<file path="src/rtl/clk_cross_pulse_feeder.sv">
// Source-domain feeder for the gray-pointer pulse synchronizer write side.
// Optional stall statistics: define CLK_CROSS_FEED_STALL_CNT_EN.
module clk_cross_pulse_feeder #(
    parameter int EW      = 2,
    parameter int CW      = 8,
    parameter int MIN_GAP = 2
) (
    input  logic          clkin,
    input  logic          clr_in,
    input  logic [EW-1:0] evt_cnt,
    input  logic          flush,
    input  logic          xfull,
    output logic          sig_out,
    output logic [CW-1:0] pending,
    output logic          busy,
    output logic          ovf,
    output logic [15:0]   stall_cnt
);

    typedef enum logic [1:0] {
        IDLE,
        ARM,
        GAP
    } state_t;

    localparam logic [CW:0] MAXV   = {1'b0, {CW{1'b1}}};
    localparam logic [3:0]  GAP_LD = 4'(MIN_GAP);

    if (MIN_GAP < 2 || MIN_GAP > 15) begin : g_bad_gap
        $error("MIN_GAP must be within 2..15");
    end

    state_t        state_q, state_d;
    logic [CW-1:0] pend_q, pend_d;
    logic [3:0]    gap_q, gap_d;
    logic          sig_q, sig_d;
    logic          ovf_q, ovf_d;
    logic          issue;
    logic [CW:0]   sum;

    // Accumulate events, meter out pulses and pace them with the gap counter.
    always_comb begin
        state_d = state_q;
        gap_d   = gap_q;
        sig_d   = 1'b0;
        ovf_d   = ovf_q;
        pend_d  = pend_q;
        issue   = (state_q == ARM) && !xfull && !flush;
        sum     = {1'b0, pend_q}
                + {{(CW + 1 - EW){1'b0}}, evt_cnt}
                - {{CW{1'b0}}, issue};
        if (flush) begin
            pend_d = '0;
        end else if (sum > MAXV) begin
            pend_d = '1;
            ovf_d  = 1'b1;
        end else begin
            pend_d = sum[CW-1:0];
        end
        case (state_q)
            IDLE: begin
                if (pend_d != '0) state_d = ARM;
            end
            ARM: begin
                if (flush) begin
                    state_d = IDLE;
                end else if (issue) begin
                    sig_d   = 1'b1;
                    gap_d   = GAP_LD;
                    state_d = GAP;
                end
            end
            GAP: begin
                gap_d = gap_q - 4'd1;
                if (gap_q <= 4'd1) begin
                    gap_d   = '0;
                    state_d = (pend_d != '0) ? ARM : IDLE;
                end
            end
            default: state_d = IDLE;
        endcase
    end

    // State register with synchronous reset overriding everything.
    always_ff @(posedge clkin) begin
        if (clr_in) begin
            state_q <= IDLE;
            pend_q  <= '0;
            gap_q   <= '0;
            sig_q   <= 1'b0;
            ovf_q   <= 1'b0;
        end else begin
            state_q <= state_d;
            pend_q  <= pend_d;
            gap_q   <= gap_d;
            sig_q   <= sig_d;
            ovf_q   <= ovf_d;
        end
    end

`ifdef CLK_CROSS_FEED_STALL_CNT_EN
    logic [15:0] stall_q, stall_d;

    // Count cycles spent waiting in ARM on a full synchronizer.
    always_comb begin
        stall_d = stall_q;
        if (state_q == ARM && xfull && stall_q != 16'hFFFF) begin
            stall_d = stall_q + 16'd1;
        end
    end

    // Stall counter register, cleared only by reset.
    always_ff @(posedge clkin) begin
        if (clr_in) stall_q <= '0;
        else        stall_q <= stall_d;
    end

    assign stall_cnt = stall_q;
`else
    assign stall_cnt = 16'h0000;
`endif

    assign sig_out = sig_q;
    assign pending = pend_q;
    assign ovf     = ovf_q;
    assign busy    = (pend_q != '0) || (state_q != IDLE);

endmodule

</file>
<file path="config.mk">
export PLATFORM = sky130hd
export DESIGN_NAME = clk_cross_pulse_feeder
export DESIGN_NICKNAME = d
export VERILOG_FILES = /design/src/rtl/clk_cross_pulse_feeder.sv
export SDC_FILE = /design/constraint.sdc
export NUM_CORES = 1
export LEC_CHECK = 0
export BUFFER_PORTS_ARGS = -buffer_cell sky130_fd_sc_hd__buf_4
export CAP_MARGIN = 10
export CORE_MARGIN = 2
export CORE_UTILIZATION = 45
export DETAILED_ROUTE_END_ITERATION = 12
export HOLD_SLACK_MARGIN = 0.12
export PLACE_DENSITY = 0.73
export SLEW_MARGIN = 40
export SYNTH_ARGS = -nofsm -noshare
export SYNTH_HDL_FRONTEND = slang
export SYNTH_SLANG_ARGS = --single-unit
</file>
<file path="constraint.sdc">
create_clock -name clkin -period 2.9 [get_ports clkin]
set_input_delay 0.29 -clock clkin [delete_from_list [all_inputs] [get_ports clkin]]
set_output_delay 0.29 -clock clkin [all_outputs]
set_load 0.03 [all_outputs]
</file>
==> results.json <==
{
  "clock_latency_ns": 0.28,
  "wirelength_um": 2450,
  "r2r_slack_ns": 0.16,
  "rr_worst_depth": 12,
  "slowest_stage": "fa_1",
  "root_buffer": "clkbuf_4",
  "peakVddDrop_v": 0.000933,
  "numClockSinks": 16,
  "via_count": 1046,
  "drcViolationCount": 0,
  "cts_tree": "built",
  "synth.largest_area_cell": "dfxtp_1",
  "pwr-share-comb_pct": 74.0,
  "synth_ff_type": "dfxtp_1",
  "grt_pass1_vias": 949,
  "yosys_warnings": 0,
  "period_share_pct": 94.5,
  "slew_violations": 0,
  "cp.required_ns": 3.12,
  "fmax_ghz": 0.365,
  "cts.clk_slew.worst_paths_ns": 0.09,
  "min_path_cells": 2,
  "post_dp_cell_area_um2": 1360,
  "die_area_um2": 3230,
  "die_y_um": 56.8,
  "crit_chain": "nand2b_4 > nor3_2 > ha_1 > inv_1 > ha_1 > fa_1 > a211o_1 > a311oi_2 > o31ai_2 > xnor2_2 > buf_4 > a21oi_1",
  "powerDensity_nw_per_um2": 1280,
  "seq_power_share_pct": 17.9,
  "setup_viol": 0,
  "utilization_pct": 52.4,
  "final.setup.tns_ns": 0,
  "power_mw": 1.82,
  "core_area_um2": 2710,
  "synth_cell_types": 35,
  "critPathLaunchType": "flop",
  "synth_common_cells": "21 x inv_1, 17 x a21oi_1, 17 x nor2_1, 16 x buf_4, 16 x dfxtp_1",
  "detail-route-antenna-nets": 0,
  "design_area_um2": 1420,
  "viasPerCell": 5.10,
  "netlist.area_leader.share_pct": 25.5,
  "cts_hold_buffers": 0,
  "crit_fanout": 8,
  "grt_start_max_net_pins": 12,
  "grt_first_pass_wirelength_um": 4200,
  "cell_internal_pwr_mw": 0.908,
  "switchingPower_mw": 0.911,
  "outcome": "finished clean",
  "drtPass1Iterations": 4,
  "track_usage_pct": 16.1,
  "cp_slowest_stage_delay_ns": 0.39,
  "finalHoldViolations": 0,
  "grt_overflow_total": 0,
  "ys_seq_elements": 16,
  "antenna_cells": 0,
  "cts_made_buffers": 3,
  "r2r-end": "pending[1]$_SDFF_PP0_",
  "synth.area.top_cells": "dfxtp_1 26%, ha_1 15%, buf_4 9.6%",
  "synthCells": 154,
  "power.leakage_nw": 0.658,
  "cts_buffer_depth": 2,
  "die_w_um": 56.8,
  "critPathKind": "flop to flop",
  "drive_gt1_share_pct": 19.5,
  "critPathMostFrequentCell": "ha_1",
  "drv_cap": 0,
  "areaGrowthSynthToFinish_pct": 13.1,
  "skew_ns": 0.00125,
  "p_clk_share_pct": 8.1,
  "drt_iter0_drc": 29,
  "gp_congestion": 0.877,
  "min_period_ns": 2.74,
  "io_pins": 33,
  "wl_per_cell_um": 12.0,
  "synth_edf_count": 0,
  "dpl.hpwl_um": 1940,
  "setup.worst_path.end_class": "flop",
  "initial_core_util_pct": 46.3,
  "path_buf_inv": 2,
  "reg2reg_from": "state_q[1]$_SDFFE_PP0P_",
  "ys_seq_area_share_pct": 25.5,
  "io_buffers": 16,
  "avgSynthCellArea_um2": 8.15,
  "cts_max_level": 1,
  "antenna_found_initial": 0,
  "rsz0062_at_grt": "false",
  "layout.nets": 197,
  "syn_area_um2": 1250,
  "hold_start": "flush",
  "critPathTopFamily": "compound AO/OA/AOI/OAI gates",
  "swShare_pct": 50.1,
  "min_to": "sig_out$_SDFF_PP0_",
  "hp-class": "input pin to flop",
  "crit_arrival_ns": 2.96,
  "rows": 19,
  "synth.most_common_cell": "inv_1",
  "async_flop_share_pct": 0
}
power by group through the flow:
stage          Clock (mW)  Sequential, mW  Combinational, mW
6_report            0.147           0.326               1.35
5_1_grt             0.160           0.336               1.49
4_1_cts             0.153           0.327               1.34
3_5_place_dp            0           0.328               1.29
3_3_place_gp            0           0.331               1.28
2_1_floorplan           0           0.427              0.919
per-layer routing:
layer	share of wire [%]	vias up	routed length, um	global-route usage (%)
li1	-	530	-	-
met1	46	478	1130	22.6
met2	48	38	1180	25.9
met3	5.9	0	144	2.30
met4	0	0	0	3.99
met5	0	-	0	0
kinds of logic (layout without fill, tap and decap cells):
group,after synthesis,count (layout),synth area share (%)
AOI/OAI and AO/OA,35,35,19.3
xor gates and xnor gates,7,7,5.48
adders and majority gates,16,16,16.6
buffers and inverters,40,45,16.8
DFF,16,16,25.5
other,1,16,0.299
and+or+nand+nor,39,39,16.1
state kept, by name, indices dropped and copies added (netlist names):
| name | flops |
|---|---|
| gap_q | 4 |
| ovf | 1 |
| sig_out | 1 |
| pending | 8 |
| state_q | 2 |
cell usage in the layout, fill, tap and decap left out, drive strengths merged, types with 2 or more instances in the layout:
cell type and instances:
inv 22, buf 19, nor2 17, a21oi 17
conb 16, dfxtp 16, ha 15, nor3 5
xnor2 5, nand2b 5, o21ai 4, clkbuf 4
nor4 3, o31ai 3, and4 2, a311oi 2
nand2 2, o311a 2, nand4b 2, xor2 2
through the flow:
step	instances	hold WS, ns	setup WS (ns)
global route	205	0.177	0.00686
CTS	205	0.167	0.0514
global placement	200	0.476	0.131
detailed placement	200	0.481	0.0286
floorplan	169	0.368	0.132
finish	205	0.185	0.159
worst max-delay path by stage:
stage	endpoint	cells after the start	slack, ns	start
after floorplan	pending[0]$_SDFF_PP0_	11	0.13	state_q[1]$_SDFFE_PP0P_
after global placement	pending[2]$_SDFF_PP0_	11	0.13	state_q[1]$_SDFFE_PP0P_
after detailed placement	pending[7]$_SDFF_PP0_	11	0.03	state_q[1]$_SDFFE_PP0P_
after CTS	pending[2]$_SDFF_PP0_	12	0.05	state_q[1]$_SDFFE_PP0P_
after global routing	pending[1]$_SDFF_PP0_	12	0.007	state_q[1]$_SDFFE_PP0P_
final	pending[1]$_SDFF_PP0_	12	0.16	state_q[1]$_SDFFE_PP0P_
layout make-up:
class                      count  area [um^2]
sequential                    16          325
clock buffer                   4         36.3
tap                           31         38.8
fill                         269         1290
inverter                      22         82.6
multi-input combinational    113          793
timing repair buffer          19          143
timing repair:
action / in CTS / in global routing
resized for setup: 0 / 5
pin swaps: 1 / 2
buffers inserted: 1 / 0
endpoints found under the setup margin: 1 / 9
Note: power is estimated with default switching activity, not from simulation.
